===== config.mk =====
export PLATFORM = sky130hd
export DESIGN_NAME = result_collector_flat
export DESIGN_NICKNAME = d
export VERILOG_FILES = /design/src/rtl/result_collector_if.sv /design/src/rtl/result_collector.sv /design/src/flat_wrapper.sv
export SDC_FILE = /design/constraint.sdc
export NUM_CORES = 1
export LEC_CHECK = 0
export ABC_AREA = 1
export ABC_CLOCK_PERIOD_IN_PS = 3300
export CAP_MARGIN = 10
export CORE_UTILIZATION = 50
export DETAILED_ROUTE_END_ITERATION = 10
export PLACE_DENSITY = 0.81
export SLEW_MARGIN = 20
export SYNTH_ARGS = -nofsm -noshare
export SYNTH_HDL_FRONTEND = slang
export SYNTH_SLANG_ARGS = --single-unit

===== constraint.sdc =====
create_clock -name clk -period 3.3 [get_ports clk]
set_input_delay 0.33 -clock clk [delete_from_list [all_inputs] [get_ports clk]]
set_output_delay 0.33 -clock clk [all_outputs]
set_load 0.02 [all_outputs]

===== src/rtl/result_collector_if.sv =====
// result_collector_if: two valid/stall/flush result channels plus the merged valid/ready output
interface result_collector_if #(parameter int WIDTH = 32);
    logic             in_valid_1;
    logic             in_valid_2;
    logic [WIDTH-1:0] in_data_1;
    logic [WIDTH-1:0] in_data_2;
    logic             in_flush_1;
    logic             in_flush_2;
    logic             stall_1;
    logic             stall_2;
    logic             out_valid;
    logic [WIDTH-1:0] out_data;
    logic             out_chan;
    logic             out_ready;

    modport master (
        output in_valid_1, in_valid_2, in_data_1, in_data_2, in_flush_1, in_flush_2, out_ready,
        input  stall_1, stall_2, out_valid, out_data, out_chan
    );

    modport slave (
        input  in_valid_1, in_valid_2, in_data_1, in_data_2, in_flush_1, in_flush_2, out_ready,
        output stall_1, stall_2, out_valid, out_data, out_chan
    );
endinterface


===== src/rtl/result_collector.sv =====
// result_collector: two per-channel FIFOs merged round-robin onto one tagged output; RESULT_COLLECTOR_CNT_EN adds beat counters
module result_collector #(
    parameter int WIDTH = 32,
    parameter int DEPTH = 4
) (
    input logic clk,
    input logic reset_n,
    result_collector_if.slave bus
`ifdef RESULT_COLLECTOR_CNT_EN
    ,
    output logic [15:0] cnt_1,
    output logic [15:0] cnt_2
`endif
);
    localparam int PW = $clog2(DEPTH);
    localparam int CW = PW + 1;

    logic [WIDTH-1:0] mem [2][DEPTH];
    logic [PW-1:0]    wp [2];
    logic [PW-1:0]    rp [2];
    logic [CW-1:0]    count [2];
    logic [WIDTH-1:0] data [2];
    logic [1:0]       valid, flush, push, pop, full, ne;
    logic             last_grant, lock, lock_chan, grant, hs;

    assign valid = {bus.in_valid_2, bus.in_valid_1};
    assign flush = {bus.in_flush_2, bus.in_flush_1};
    assign data[0] = bus.in_data_1;
    assign data[1] = bus.in_data_2;
    assign bus.stall_1 = full[0];
    assign bus.stall_2 = full[1];
    assign bus.out_valid = ne[grant];
    assign bus.out_data = ne[grant] ? mem[grant][rp[grant]] : '0;
    assign bus.out_chan = grant;
    assign hs = ne[grant] & bus.out_ready;

    // Stall from registered count only; a locked grant overrides the round-robin choice
    always_comb begin
        for (int k = 0; k < 2; k++) begin
            full[k] = count[k] == CW'(DEPTH);
            ne[k] = count[k] != '0;
            push[k] = valid[k] & ~full[k] & ~flush[k];
        end
        grant = lock ? lock_chan : (&ne ? ~last_grant : ne[1]);
        pop = {2{hs}} & (grant ? 2'b10 : 2'b01);
    end

    // Pointers, counts and arbiter state; flush clears its channel and beats the same-cycle push
    always_ff @(posedge clk or negedge reset_n) begin
        if (!reset_n) begin
            for (int k = 0; k < 2; k++) begin
                wp[k] <= '0;
                rp[k] <= '0;
                count[k] <= '0;
            end
            last_grant <= 1'b1;
            lock <= 1'b0;
            lock_chan <= 1'b0;
        end else begin
            for (int k = 0; k < 2; k++) begin
                wp[k] <= flush[k] ? '0 : wp[k] + PW'(push[k]);
                rp[k] <= flush[k] ? '0 : rp[k] + PW'(pop[k]);
                count[k] <= flush[k] ? '0 : count[k] + CW'(push[k]) - CW'(pop[k]);
            end
            if (hs) last_grant <= grant;
            lock <= ne[grant] & ~bus.out_ready & ~flush[grant];
            lock_chan <= grant;
        end
    end

    // Storage needs no reset; validity is tracked by the counts
    always_ff @(posedge clk) begin
        for (int k = 0; k < 2; k++)
            if (push[k]) mem[k][wp[k]] <= data[k];
    end

`ifdef RESULT_COLLECTOR_CNT_EN
    // Accepted-beat counters, cleared by their own channel's flush
    always_ff @(posedge clk or negedge reset_n) begin
        if (!reset_n) begin
            cnt_1 <= '0;
            cnt_2 <= '0;
        end else begin
            cnt_1 <= flush[0] ? '0 : cnt_1 + 16'(push[0]);
            cnt_2 <= flush[1] ? '0 : cnt_2 + 16'(push[1]);
        end
    end
`endif
endmodule


===== src/flat_wrapper.sv =====
// flat-port wrapper written by rule: the top's interface ports become plain ports
module result_collector_flat 
#(
    parameter int WIDTH = 32,
    parameter int DEPTH = 4
)
  (clk, reset_n, bus_in_valid_1, bus_in_valid_2, bus_in_data_1, bus_in_data_2, bus_in_flush_1, bus_in_flush_2, bus_out_ready, bus_stall_1, bus_stall_2, bus_out_valid, bus_out_data, bus_out_chan);
  result_collector_if #(.WIDTH(WIDTH)) bus_i ();
  input logic clk;
  input logic reset_n;
  input wire logic [$bits(bus_i.in_valid_1)-1:0] bus_in_valid_1;
  input wire logic [$bits(bus_i.in_valid_2)-1:0] bus_in_valid_2;
  input wire logic [$bits(bus_i.in_data_1)-1:0] bus_in_data_1;
  input wire logic [$bits(bus_i.in_data_2)-1:0] bus_in_data_2;
  input wire logic [$bits(bus_i.in_flush_1)-1:0] bus_in_flush_1;
  input wire logic [$bits(bus_i.in_flush_2)-1:0] bus_in_flush_2;
  input wire logic [$bits(bus_i.out_ready)-1:0] bus_out_ready;
  output wire logic [$bits(bus_i.stall_1)-1:0] bus_stall_1;
  output wire logic [$bits(bus_i.stall_2)-1:0] bus_stall_2;
  output wire logic [$bits(bus_i.out_valid)-1:0] bus_out_valid;
  output wire logic [$bits(bus_i.out_data)-1:0] bus_out_data;
  output wire logic [$bits(bus_i.out_chan)-1:0] bus_out_chan;
  assign bus_i.in_valid_1 = bus_in_valid_1;
  assign bus_i.in_valid_2 = bus_in_valid_2;
  assign bus_i.in_data_1 = bus_in_data_1;
  assign bus_i.in_data_2 = bus_in_data_2;
  assign bus_i.in_flush_1 = bus_in_flush_1;
  assign bus_i.in_flush_2 = bus_in_flush_2;
  assign bus_i.out_ready = bus_out_ready;
  assign bus_stall_1 = bus_i.stall_1;
  assign bus_stall_2 = bus_i.stall_2;
  assign bus_out_valid = bus_i.out_valid;
  assign bus_out_data = bus_i.out_data;
  assign bus_out_chan = bus_i.out_chan;
  result_collector #(.WIDTH(WIDTH), .DEPTH(DEPTH)) u_core (.clk(clk), .reset_n(reset_n), .bus(bus_i));
endmodule

==> metrics.md <==
| Metric | Value |
|---|---|
| Worst-skew pair later-pin latency | roughly 540 ps |
| Distinct cell type count of the synthesized netlist | 31 |
| Root buf cell | clkbuf_16 |
| Setup violators final | 0 |
| Starting Density | 51.5% |
| # DRC | 0 |
| Final GP Congestion | 0.813 |
| Main area contributors after synthesis | edfxtp_1 (63%), nand2_1 (15%), inv_1 (4.7%) |
| Mapped Avg Cell Area | 9.86 µm² |
| WP data required | 2970 ps |
| Core Region | ~0.024 mm² |
| DR pass1 iterations | 6 |
| Non-filler cells, final | ~1700 |
| DR iter-0 viols | 867 |
| Worst-margin pin slew | 839 ps |
| Core Rows | 56 |
| Final Net Count | 1435 |
| Synthesized instance count | 1238 |
| DR WL met2 | 14200 µm |
| Synthesized flop and latch total | 273 |
| Slew Viols, Final | 0 |
| Register area | 0.00811 mm² |
| Setup TNS | 0 ps |
| WHS | 276 ps |
| Max-cap violations | 0 |
| Gr ovfl total | 0 |
| Final Instance Area | 0.0147 mm² |
| Status | finished, final reports clean |
| Clock-pin slew on the worst setup and hold paths | about 60 ps |
| Crit path time final | 3140 ps |
| CP startpoint kind | register |
| Fmax | 319 MHz |
| CP startpoint | u_core.count[4] |
| Share of cells above drive strength 1 | 7.77% |
| WL per Instance | 16.9 µm |
| Ys async rst share | 6.23% |
| Slew margin rel. | between 40 and 50% |
| First-pass GRT wire length | 44100 µm |
| H-tree levels | 1 |
| Die area | 0.0250 mm² |
| Placed instance count | 1643 |
| Skew final | around 7.5 ps |
| Area Growth Syn to Fin | 20.5% |
| Top FF cell, synth | edfxtp_1 |
| Final wirelength | roughly 29000 µm |
| Die X | 158 µm |
| GRT Overall Usage | 23.3% |
| Number of global-route vias before repair | 8724 |
| Pleak | 6.57 nW |
| Post-synth EDFFs | 256 |
| CTS tree | done |
| Final core occ | 62.1% |
| # IOs | 107 |
| Arr. time, crit path | 2810 ps |
| Worst setup EP type | output port |
| CTS Buf Count | 28 |
| DR top layer | met4 |
| CTS sink cnt | 273 |
| Crit Path Category | register to output port |
| Initial antenna violation count | 1 |
| Vias | 8773 |
| Clock Tree Buf Depth | 3 |
| Fillers | 1834 |
| Tcrit/Tclk final | roughly 95% |
| Largest area contributor in the netlist | edfxtp_1 |
| Mapped Nets | 1315 |
| Largest net degree at the start of global routing | 65 |
| Crit path max fanout | 21 |
| Met3 wire len | 2540 µm |
| I/O Buffers | 106 |
| Die height | 158 µm |
| Multi-input gate area | 0.00329 mm² |
| Reg2reg start | u_core.count[4] |
| Peak supply drop | approximately 0.64 mV |
| Yosys warnings | 0 |
| Placed Area | about 0.014 mm² |
| Seq/Total Area, Yosys | about two thirds |
| Post-detail-place hpwl | 17500 µm |
| Top-area cell type share of the netlist area | 63.0% |
| HP Class | input pin to asynchronous set/reset pin |
| Final hold vios | 0 |
| Antenna Nets Post-Route | 0 |
| Power Dens Cells | 927 mW/mm² |
| Synth Cell Area | 0.0122 mm² |
| Met1 WL | 11300 µm |
| Via density per instance | 5.17 |
## sequential cells by signal (all words and copies together) (netlist names)
signal,count
u_core.rp,4
u_core.last_grant,1
u_core.mem,256
u_core.lock,1
u_core.wp,4
u_core.lock_chan,1
u_core.count,6
## what timing repair did
item / CTS / global route
setup buffers: 0 / 3
endpoints found under the setup margin: 32 / 26
hold buffers: 0 / 0
pin swaps: 0 / 1
resized for setup: 28 / 41
cloned: 0 / 1
## area by class of cell
class	instances	area share, %
diodes	1	0.0170
flip-flops and latches	273	55.2
well taps	319	2.71
clock inverters	15	0.519
repair buffers	147	10.0
multi-input cells	752	22.4
clock buffers	34	5.06
inverters	156	4.05
## layout by cell type (no fill, tap or decap), types with 3 or more instances in the layout
cell	count
edfxtp_1	256
clkinvlp_4	3
nand2_1	498
ha_1	4
dfrtp_1	16
clkinv_1	8
xnor2_1	3
clkdlybuf4s50_1	74
nor3_2	4
nor3_4	4
o21ai_0	32
nand3b_1	32
nor2_1	113
buf_6	4
clkbuf_16	30
inv_1	152
clkinv_2	3
buf_4	28
nor3_1	5
buf_12	6
dlygate4sd2_1	10
clkbuf_1	5
nand3_1	37
clkbuf_2	9
dlymetal6s2s_1	12
## layer usage
layer / up-vias / global-route usage (%)
li1: 4186 / -
met1: 4109 / 29.1
met2: 411 / 40.1
met3: 67 / 3.67
met4: 0 / 10.2
met5: - / 0
## kinds of logic after synthesis
kind of cell             after synthesis  share of synthesized area (%)
adder cells (fa/ha/maj)                6                          0.738
XOR/XNOR                               5                          0.359
AND/OR/NAND/NOR                      701                           23.3
flip-flops                           273                           66.5
AO/OA/AOI/OAI                         40                           1.80
buffers and inverters                213                           7.34
## path summary, 6_finish.rpt
check | to | cells past startpoint | slack (ps)
max in group asynchronous | u_core.wp[1] | 1 | 2500
hold / removal | u_core.count[5] | 1 | 280
min in group clk | u_core.mem[1][1] | 1 | 430
setup / recovery | bus_out_data[7] | 14 | 160
hold reg to reg | u_core.last_grant | 1 | 540
setup reg to reg | u_core.count[5] | 14 | 540
## metrics by stage
step                      setup WS, ps  power, mW
after floorplan                   -319       8.54
after global placement             417       10.6
after detailed placement           288       10.8
after CTS                         -125       13.5
after global routing             -4.25       14.5
final                              164       13.6
## synthesized netlist by cell type, types with 5 or more instances
master / instances
nor3_1: 13
nand2_1: 500
nand3b_1: 32
edfxtp_1: 256
buf_4: 5
nor2_1: 113
o21ai_0: 32
dfrtp_1: 16
inv_1: 152
buf_2: 38
nand3_1: 37
clkbuf_1: 8
## where the power goes
group | switching, mW | internal [mW] | total [mW]
registers | 0.0856 | 4.00 | 4.08
logic | 4.39 | 2.33 | 6.72
clock network | 1.23 | 1.59 | 2.82
total | 5.71 | 7.92 | 13.6
## worst max-delay path, stage by stage (launching register included)
cell and delay, ps:
dfrtp_1 400, inv_1 70, nand3_1 100, nand2_1 130, nand2_8 190, nand2_8 130
nand2_1 120, nand2_2 150, clkbuf_16 250, nand2_1 80, nand2_1 40, nand2_1 50
nand2_1 50, nor2_1 160, dlygate4sd2_1 350
Power figures use the tool's default switching activity.
